--- src/rtl/dmem_access_ctrl.sv ---
// dmem_access_ctrl: sequences CPU loads/stores onto a single-port data memory
// with a 1-cycle read latency. It generates byte-lane write enables and
// lane-aligned store data, and returns the raw load word plus its byte offset
// to the downstream sign/zero extender.
//
// Optional feature, selected by the macro DMEM_SPLIT_EN:
//   defined   - misaligned half/word accesses are split into two word beats and
//               load beats are merged; resp_err is never raised.
//   undefined - misaligned accesses are accepted but never touch memory; they
//               complete one cycle later with resp_err=1 and resp_rdata=0.
module dmem_access_ctrl #(
   parameter int unsigned AW = 14
) (
   input  logic          clk,
   input  logic          rst,
   input  logic          req_valid,
   output logic          req_ready,
   input  logic          req_we,
   input  logic [2:0]    req_funct3,
   input  logic [31:0]   req_addr,
   input  logic [31:0]   req_wdata,
   output logic          mem_en,
   output logic [3:0]    mem_we,
   output logic [AW-1:0] mem_addr,
   output logic [31:0]   mem_din,
   input  logic [31:0]   mem_dout,
   output logic          resp_valid,
   output logic [31:0]   resp_rdata,
   output logic [1:0]    resp_addr_lo,
   output logic [2:0]    resp_funct3,
   output logic          resp_err
);

`ifdef DMEM_SPLIT_EN
   localparam bit SplitEn = 1'b1;
`else
   localparam bit SplitEn = 1'b0;
`endif

   typedef enum logic [1:0] {StIdle, StBeat1, StBeat2} state_e;

   state_e        state_q;
   logic          we_q;
   logic [2:0]    funct3_q;
   logic [AW-1:0] word_q;
   logic [1:0]    k_q;
   logic [31:0]   wdata_q;
   logic          mis_q;
   logic [31:0]   w1_q;

   logic [1:0]    req_k;
   logic          req_mis;
   logic [3:0]    req_lanes;
   logic [31:0]   req_din;

   logic [5:0]    b2_shift;
   logic [3:0]    b2_lanes;
   logic [31:0]   b2_din;
   logic [AW-1:0] word_next;
   logic [63:0]   merge_pair;
   logic          unused_bits;

   assign req_k = req_addr[1:0];

   // Decode the incoming request: misalignment, first-beat lanes and store data.
   always_comb begin
      req_mis   = 1'b0;
      req_lanes = 4'b0000;
      req_din   = 32'h0;
      case (req_funct3[1:0])
         2'b00: begin
            req_lanes = 4'b0001 << req_k;
            req_din   = {4{req_wdata[7:0]}};
         end
         2'b01: begin
            // 0011<<3 truncates to 1000, which is also the misaligned first-beat mask.
            req_lanes = 4'b0011 << req_k;
            req_mis   = (req_k == 2'd3);
            req_din   = req_mis ? (req_wdata << 24) : {2{req_wdata[15:0]}};
         end
         default: begin
            req_lanes = 4'b1111 << req_k;
            req_mis   = (req_k != 2'd0);
            req_din   = req_wdata << {req_k, 3'b000};
         end
      endcase
   end

   // Second-beat lanes/data carry the bytes that spilled past the first word.
   assign b2_shift   = 6'd32 - {1'b0, k_q, 3'b000};
   assign b2_din     = wdata_q >> b2_shift;
   assign b2_lanes   = (funct3_q[1:0] == 2'b01) ? 4'b0001 : (4'b1111 >> (3'd4 - {1'b0, k_q}));
   // Incrementing the word address wraps naturally at 2**AW.
   assign word_next  = word_q + {{(AW-1){1'b0}}, 1'b1};
   assign merge_pair = {mem_dout, w1_q} >> {k_q, 3'b000};

   assign unused_bits = ^{req_addr[31:AW+2], merge_pair[63:32]};

   // Output decode; everything is forced low while reset is asserted.
   always_comb begin
      req_ready    = 1'b0;
      mem_en       = 1'b0;
      mem_we       = 4'b0000;
      mem_addr     = '0;
      mem_din      = 32'h0;
      resp_valid   = 1'b0;
      resp_rdata   = 32'h0;
      resp_addr_lo = 2'd0;
      resp_funct3  = 3'd0;
      resp_err     = 1'b0;
      if (!rst) begin
         case (state_q)
            StIdle: begin
               req_ready = 1'b1;
               // Without splitting, a misaligned request is accepted but never reaches memory.
               if (req_valid && (SplitEn || !req_mis)) begin
                  mem_en   = 1'b1;
                  mem_addr = req_addr[AW+1:2];
                  if (req_we) begin
                     mem_we  = req_lanes;
                     mem_din = req_din;
                  end
               end
            end
            StBeat1: begin
               if (mis_q && SplitEn) begin
                  mem_en   = 1'b1;
                  mem_addr = word_next;
                  if (we_q) begin
                     mem_we  = b2_lanes;
                     mem_din = b2_din;
                  end
               end else begin
                  resp_valid  = 1'b1;
                  resp_funct3 = funct3_q;
                  resp_err    = mis_q && !SplitEn;
                  if (!mis_q) begin
                     resp_addr_lo = k_q;
                     if (!we_q) begin
                        resp_rdata = mem_dout;
                     end
                  end
               end
            end
            StBeat2: begin
               resp_valid  = 1'b1;
               resp_funct3 = funct3_q;
               // The merged word is already shifted into place, so the offset reads as 0.
               if (!we_q) begin
                  resp_rdata = merge_pair[31:0];
               end
            end
            default: begin
               req_ready = 1'b0;
            end
         endcase
      end
   end

   // Access FSM plus the request fields latched on accept.
   always_ff @(posedge clk or posedge rst) begin
      if (rst) begin
         state_q  <= StIdle;
         we_q     <= 1'b0;
         funct3_q <= 3'd0;
         word_q   <= '0;
         k_q      <= 2'd0;
         wdata_q  <= 32'h0;
         mis_q    <= 1'b0;
         w1_q     <= 32'h0;
      end else begin
         case (state_q)
            StIdle: begin
               if (req_valid) begin
                  we_q     <= req_we;
                  funct3_q <= req_funct3;
                  word_q   <= req_addr[AW+1:2];
                  k_q      <= req_k;
                  wdata_q  <= req_wdata;
                  mis_q    <= req_mis;
                  state_q  <= StBeat1;
               end
            end
            StBeat1: begin
               if (mis_q && SplitEn) begin
                  w1_q    <= mem_dout;
                  state_q <= StBeat2;
               end else begin
                  state_q <= StIdle;
               end
            end
            StBeat2: begin
               state_q <= StIdle;
            end
            default: begin
               state_q <= StIdle;
            end
         endcase
      end
   end

endmodule

--- config.mk ---
export PLATFORM = sky130hd
export DESIGN_NAME = dmem_access_ctrl
export DESIGN_NICKNAME = d
export VERILOG_FILES = /design/src/rtl/dmem_access_ctrl.sv
export SDC_FILE = /design/constraint.sdc
export NUM_CORES = 1
export LEC_CHECK = 0
export CORE_UTILIZATION = 27
export CTS_BUF_LIST = sky130_fd_sc_hd__clkbuf_2
export DETAILED_ROUTE_END_ITERATION = 8
export HOLD_SLACK_MARGIN = 0.06
export MAX_ROUTING_LAYER = met4
export PLACE_DENSITY = 0.8
export SYNTH_ARGS = -nofsm -noshare
export SYNTH_HDL_FRONTEND = slang
export SYNTH_SLANG_ARGS = --single-unit
--- constraint.sdc ---
create_clock -name clk -period 1.7 [get_ports clk]
set_input_delay 0.34 -clock clk [delete_from_list [all_inputs] [get_ports clk]]
set_output_delay 0.34 -clock clk [all_outputs]
set_load 0.03 [all_outputs]
**Yosys cells after proc, flatten, opt, wreduce, memory -nomap -nowiden**

Cells that the tools add are included.
W data, S select, Z words.

- Equal/unequal tests: 5
- Shift-type cells: 5
- Muxes and demuxes: 36
- Reductions and logical operators: 7

Operators with widths:

| cell | count |
|---|---|
| $mux W32 | 9 |
| $pmux W32 S2 | 2 |
| $shr A64 B5 Y32 | 1 |
| $mux W14 | 3 |
| $shl A32 B5 Y32 | 1 |
| $mux W4 | 4 |
| $mux W2 | 5 |
| $mux W1 | 9 |
| $pmux W4 S2 | 1 |
| $mux W3 | 2 |
| $eq A2 B1 Y1 const B | 2 |
| $eq A2 B2 Y1 const B | 2 |
| $logic_not A2 Y1 | 2 |
| $shl A1 B2 Y4 const A | 1 |
| $shl A2 B2 Y4 const A | 1 |
| $shl A4 B2 Y4 const A | 1 |
| $ne A2 B2 Y1 const B | 1 |
| $pmux W1 S2 | 1 |
| $reduce_and A2 Y1 | 1 |
| $reduce_bool A2 Y1 | 1 |
| $reduce_or A2 Y1 | 1 |
| $logic_and A1 B1 Y1 | 1 |
| $logic_not A1 Y1 | 1 |

- Register bits: 9
- Input port bits: 103
- Output and inout port bits: 91
- Logic and storage cells: 58

**Logic depth before layout (Yosys ltp)**

- Word-level depth: 7
- Mapped depth: 5
- Mapped depth without buffers: 3

**Worst setup path after synthesis**

No wires, ideal clock.

- Kind: input-to-output
- Start: in req_addr[0]
- End: out mem_we[1]
- Arrival: 2.349 ns
- Data required time: 1.360 ns
- Path slack: -0.989 ns
- Stages on the path: 4
- Buffers on the path: 2
- Cells stage by stage: buf_2 > clkbuf_1 > nor3_1 > a2111oi_0

- Longest elaborated chain between the ends: 7
- Elaborated cells on any way between the ends: 13
- Classes of those cells: eq/ne: 1; shift: 3; mux: 6; reduce/logical: 3

Ends and longest elaborated chain:

| what | line | text |
|---|---|---|
| start: declaration | 20 | `input logic [31:0] req_addr,` |
| $eq A2 B2 Y1 or $reduce_bool A2 Y1 (tied branches) | 78, 83 |  |
| $pmux W1 S2 | 70 | `case (req_funct3[1:0])` |
| $logic_not A1 Y1 | 116 | `if (req_valid && (SplitEn \|\| !req_mis)) begin` |
| $logic_and A1 B1 Y1 | 116 |  |
| $mux W4 * | 116 |  |
| $mux W4 * | 112 | `case (state_q)` |
| $mux W4 * | 111 | `if (!rst) begin` |
| end: declaration | 23 | `output logic [3:0] mem_we,` |

Every way passes the cells marked *; elsewhere a longest branch is shown, timed or not.

**Worst setup path after layout**

- Start: reg state_q[0]
- End: out mem_din[8]

- Longest elaborated chain between the ends: 3

Ends and longest elaborated chain:

| what | line | text |
|---|---|---|
| start: declaration | 42 | `state_e state_q;` |
| start signal: assignment | 163 | `state_q <= StIdle;` |
| start signal: assignment | 181 | `state_q <= StBeat1;` |
| start signal: assignment | 187 | `state_q <= StBeat2;` |
| $logic_not A2 Y1 | 112 |  |
| $mux W32 | 112 |  |
| $mux W32 | 111 |  |
| end: declaration | 25 | `output logic [31:0] mem_din,` |

Every way passes these cells.

==> results.md <==
- Initial Utilization: 28.7%
- Final slew viol count: 0
- Total core area: 6490 sq um
- Nets: 601
- Level count of the clock H-tree: 1
- CTS clock-pin slew for the worst setup and hold paths: 0.08 ns
- Number of enable-type register cells in the synthesized netlist: 0
- Reg2reg end: funct3_q[2]$_DFFE_PP0P_
- CP endpoint kind: output pin
- Routability congestion estimate: 0.865
- Total CTS buffers: 3
- Fraction of layout cells with a size suffix above 1: 61.3%
- Wire length of the first global-routing pass: 15200 um
- Arr. time, crit path: 1.84 ns
- Worst reg2reg setup slack: 0.27 ns
- Routed WL: 10000 um
- Number of distinct standard cells referenced by the synthesized netlist: 39
- TritonCTS clock tree: built
- Async set-reset flop share out of synthesis: 100%
- Nets in the synthesized netlist: 362
- Sum of overflow across all layers after global routing: 0
- Critical path data required time: 1.36 ns
- CTS max path bufs: 2
- Area of placed instances: 4200 sq um
- Clock network fraction of design power: 8.0%
- Setup violation total in the final timing report: 90
- Setup Crit Path Kind: flop to output pin
- Post-synthesis sequential area ratio: 10.7%
- Maximum fanout along the worst path: 8
- Maximum clock rate: 459 MHz
- GRT Resource Usage Total: 27.0%
- Number of global-route vias before repair: 3022
- Mapped Avg Cell Area: 7.20 sq um
- Antenna violations before repair: 1
- CTS Hold Buffers Added: 0
- Critical Path Start Type: flop
- Routed length per instance: 17.5 um
- RSZ-0062 raised after global routing: true
- Run status: complete, but fails checks
- Iter 0 DRT Violations: 104
- Depth of the worst register-to-register path: 5
- Max-Slew Margin vs Limit: 72.0%
- Warning count from the yosys run: 32
- Max-cap violations: 0
- Worst hold path type: input port to asynchronous set/reset pin
- Clock latency of the later-clocked register in the worst-skew pair: 0.24 ns
- Layout overhead on the synthesized area: 172%
- Sinks on Clock Net: 8
- Remaining DRCs: 0
- Leakage component of the power: 0.00218 uW
- Detail-routed via count per cell: 5.14
- Master cell of the clock root buffer: clkbuf_2
- Die outline height: 85.1 um
- Combinational share of power: 75.0%
- Synthesis-stage register bit count: 8
- Cell internal power dissipation: 852 uW
- Die width: 85.1 um
- Hold violation total from the final report: 0
- FP Rows: 29
- Critical R2R Launch: state_q[0]$_DFFE_PP0P_
- Post-route cell area: 5070 sq um
- Antenna Nets Post-Route: 0
- Slew at the pin closest to its max-slew limit: 0.416 ns
- Power spent charging and discharging nets: 557 uW
- Violations in the final reports: setup timing
- Total via count after detailed routing: 2952
- Post-route worst setup slack: -0.478 ns
- Gate Count Post-Synth: 259
- First-pass iteration count of the detailed router: 5
- Cell area after technology mapping: 1860 sq um
- Proportion of total power due to net switching: 39.5%
- Post-detailed-placement half-perimeter wirelength: 6670 um
- VDD IR-drop max: 0.000201 V
- Most used flip-flop cell after synthesis: dfrtp_1
- Fin crit share: 128%
- Skew final: 0.00524 ns
- Fillcell total: 383
- Die Footprint: 7240 sq um
- Setup Total Neg Slack: -27.61 ns
- Part of the total power dissipated in sequential elements: 17.0%
- Count of input and output buffers: 177
- Time the worst path needs with I/O delays and setup: 2.18 ns
- Power Density: 278 nW/um^2
- Maximum number of pins on one net before global-route repair: 17
- I/O Pins: 194
==> flip-flops by register name, summed over array words and instances (netlist names) <==
register and count:
mis_q 1, k_q 2, funct3_q 3, we_q 1
state_q 1
==> layout make-up <==
cell class	instances	area [sq um]	area share, %
Sequential cell	8	200	3.95
Tap cell	77	96.3	1.90
Antenna cell	1	2.50	0.0493
Timing Repair Buffer	256	2640	51.9
Clock buffer	3	15.0	0.296
Inverter	3	16.3	0.321
Multi-Input combinational cell	226	2110	41.5
==> kinds of logic (layout without fill, tap and decap cells) <==
| logic type | after synthesis | in the layout | share of synthesized area, % |
|---|---|---|---|
| simple gates | 129 | 131 | 40.7 |
| compound gates | 63 | 63 | 23.2 |
| mux | 31 | 31 | 18.6 |
| buf+inv | 27 | 262 | 6.31 |
| flops | 8 | 8 | 10.7 |
| xor+xnor | 1 | 1 | 0.470 |
| other cells | 0 | 1 | 0 |
==> worst max-delay path, stage by stage (launching register included) <==
cell	delay [ns]
dfrtp_1	0.40
nand4bb_4	0.24
or3_4	0.53
buf_6	0.16
a21oi_4	0.14
buf_12	0.14
==> routing by layer <==
layer | global-route usage (%) | vias to the layer above | share of wire (%)
met1 | 30.2 | 1411 | 37
met2 | 50.4 | 132 | 55
li1 | - | 1395 | -
met3 | 3.21 | 14 | 5.7
met4 | 7.09 | 0 | 2.1
met5 | - | - | 0
==> what timing repair did <==
action | in CTS | in global routing
setup buffers | 9 | 6
pin swaps | 27 | 11
hold endpoints to repair | 0 | 0
cloned | 7 | 1
setup endpoints to repair | 90 | 90
resized for setup | 187 | 24
==> cells in the mapped netlist (all sizes together), types with 4 or more instances <==
cell,count,area share (%)
and2,58,19
nand2,32,6.4
mux2,29,18
a21oi,19,5.1
o21ai,16,4.3
clkbuf,15,3.0
nor2b,10,3.4
buf,9,2.7
and3b,8,3.8
dfrtp,8,11
o22ai,8,2.7
a2bb2oi,7,3.3
a311oi,7,5.0
nor3,4,1.3
==> stage by stage <==
step / cells / hold WS [ns] / power (uW) / setup WS [ns] / util, %
CTS: 569 / 0.296 / 1370 / -0.482 / 76.6
floorplan: 259 / 0.156 / 673 / -0.278 / -
finish: 574 / 0.290 / 1410 / -0.478 / 78.1
detailed placement: 550 / 0.489 / 1110 / -0.755 / 64.7
global placement: 550 / 0.481 / 1100 / -0.738 / 64.7
global route: 574 / 0.307 / 1490 / -0.539 / 78.1
==> worst max-delay path by stage <==
stage,start,endpoint,slack (ns),cells past startpoint
floorplan,req_addr[0],mem_din[26],-0.28,5
global placement,req_addr[1],mem_din[24],-0.74,5
detailed placement,req_addr[1],mem_din[22],-0.76,6
CTS,state_q[0]$_DFFE_PP0P_,mem_din[27],-0.48,4
global route,state_q[0]$_DFFE_PP0P_,mem_din[8],-0.54,5
finish,state_q[0]$_DFFE_PP0P_,mem_din[8],-0.48,5
==> power by group through the flow <==
stage               clock network (uW)  logic (uW)  registers [uW]
detailed placement                   0         875             238
floorplan                            0         442             231
global placement                     0         862             237
CTS                                113        1020             239
global route                       131        1110             245
finish                             112        1060             240
==> cells in the final DEF (no fill, tap or decap), drive strengths merged <==
| master | Yosys | final |
|---|---|---|
| buf | 9 | 174 |
| clkdlybuf4s50 | 0 | 79 |
| or2 | 1 | 1 |
| a21bo | 1 | 1 |
| mux2 | 29 | 29 |
| nand3 | 2 | 2 |
| nand4bb | 1 | 1 |
| a311oi | 7 | 7 |
| and3b | 8 | 8 |
| xor2 | 1 | 1 |
| inv | 3 | 3 |
| o21ai | 16 | 16 |
| dfrtp | 8 | 8 |
| nor2 | 3 | 3 |
| a2bb2oi | 7 | 7 |
| or3 | 2 | 4 |
| a2111oi | 1 | 1 |
| nor4b | 1 | 1 |
| a21oi | 19 | 19 |
| nor3b | 2 | 2 |
| nand3b | 1 | 1 |
| mux2i | 2 | 2 |
| a21boi | 1 | 1 |
| nand2b | 3 | 3 |
| nor2b | 10 | 10 |
| nor3 | 4 | 4 |
| o2111a | 1 | 1 |
| o22ai | 8 | 8 |
| o21a | 2 | 2 |
| nand2 | 32 | 32 |
| and2 | 58 | 58 |
| dlygate4sd2 | 0 | 2 |
| clkbuf | 15 | 3 |
| and3 | 1 | 1 |
| diode | 0 | 1 |
| clkdlybuf4s15 | 0 | 1 |
No activity file was read; power rests on OpenSTA's default activity.
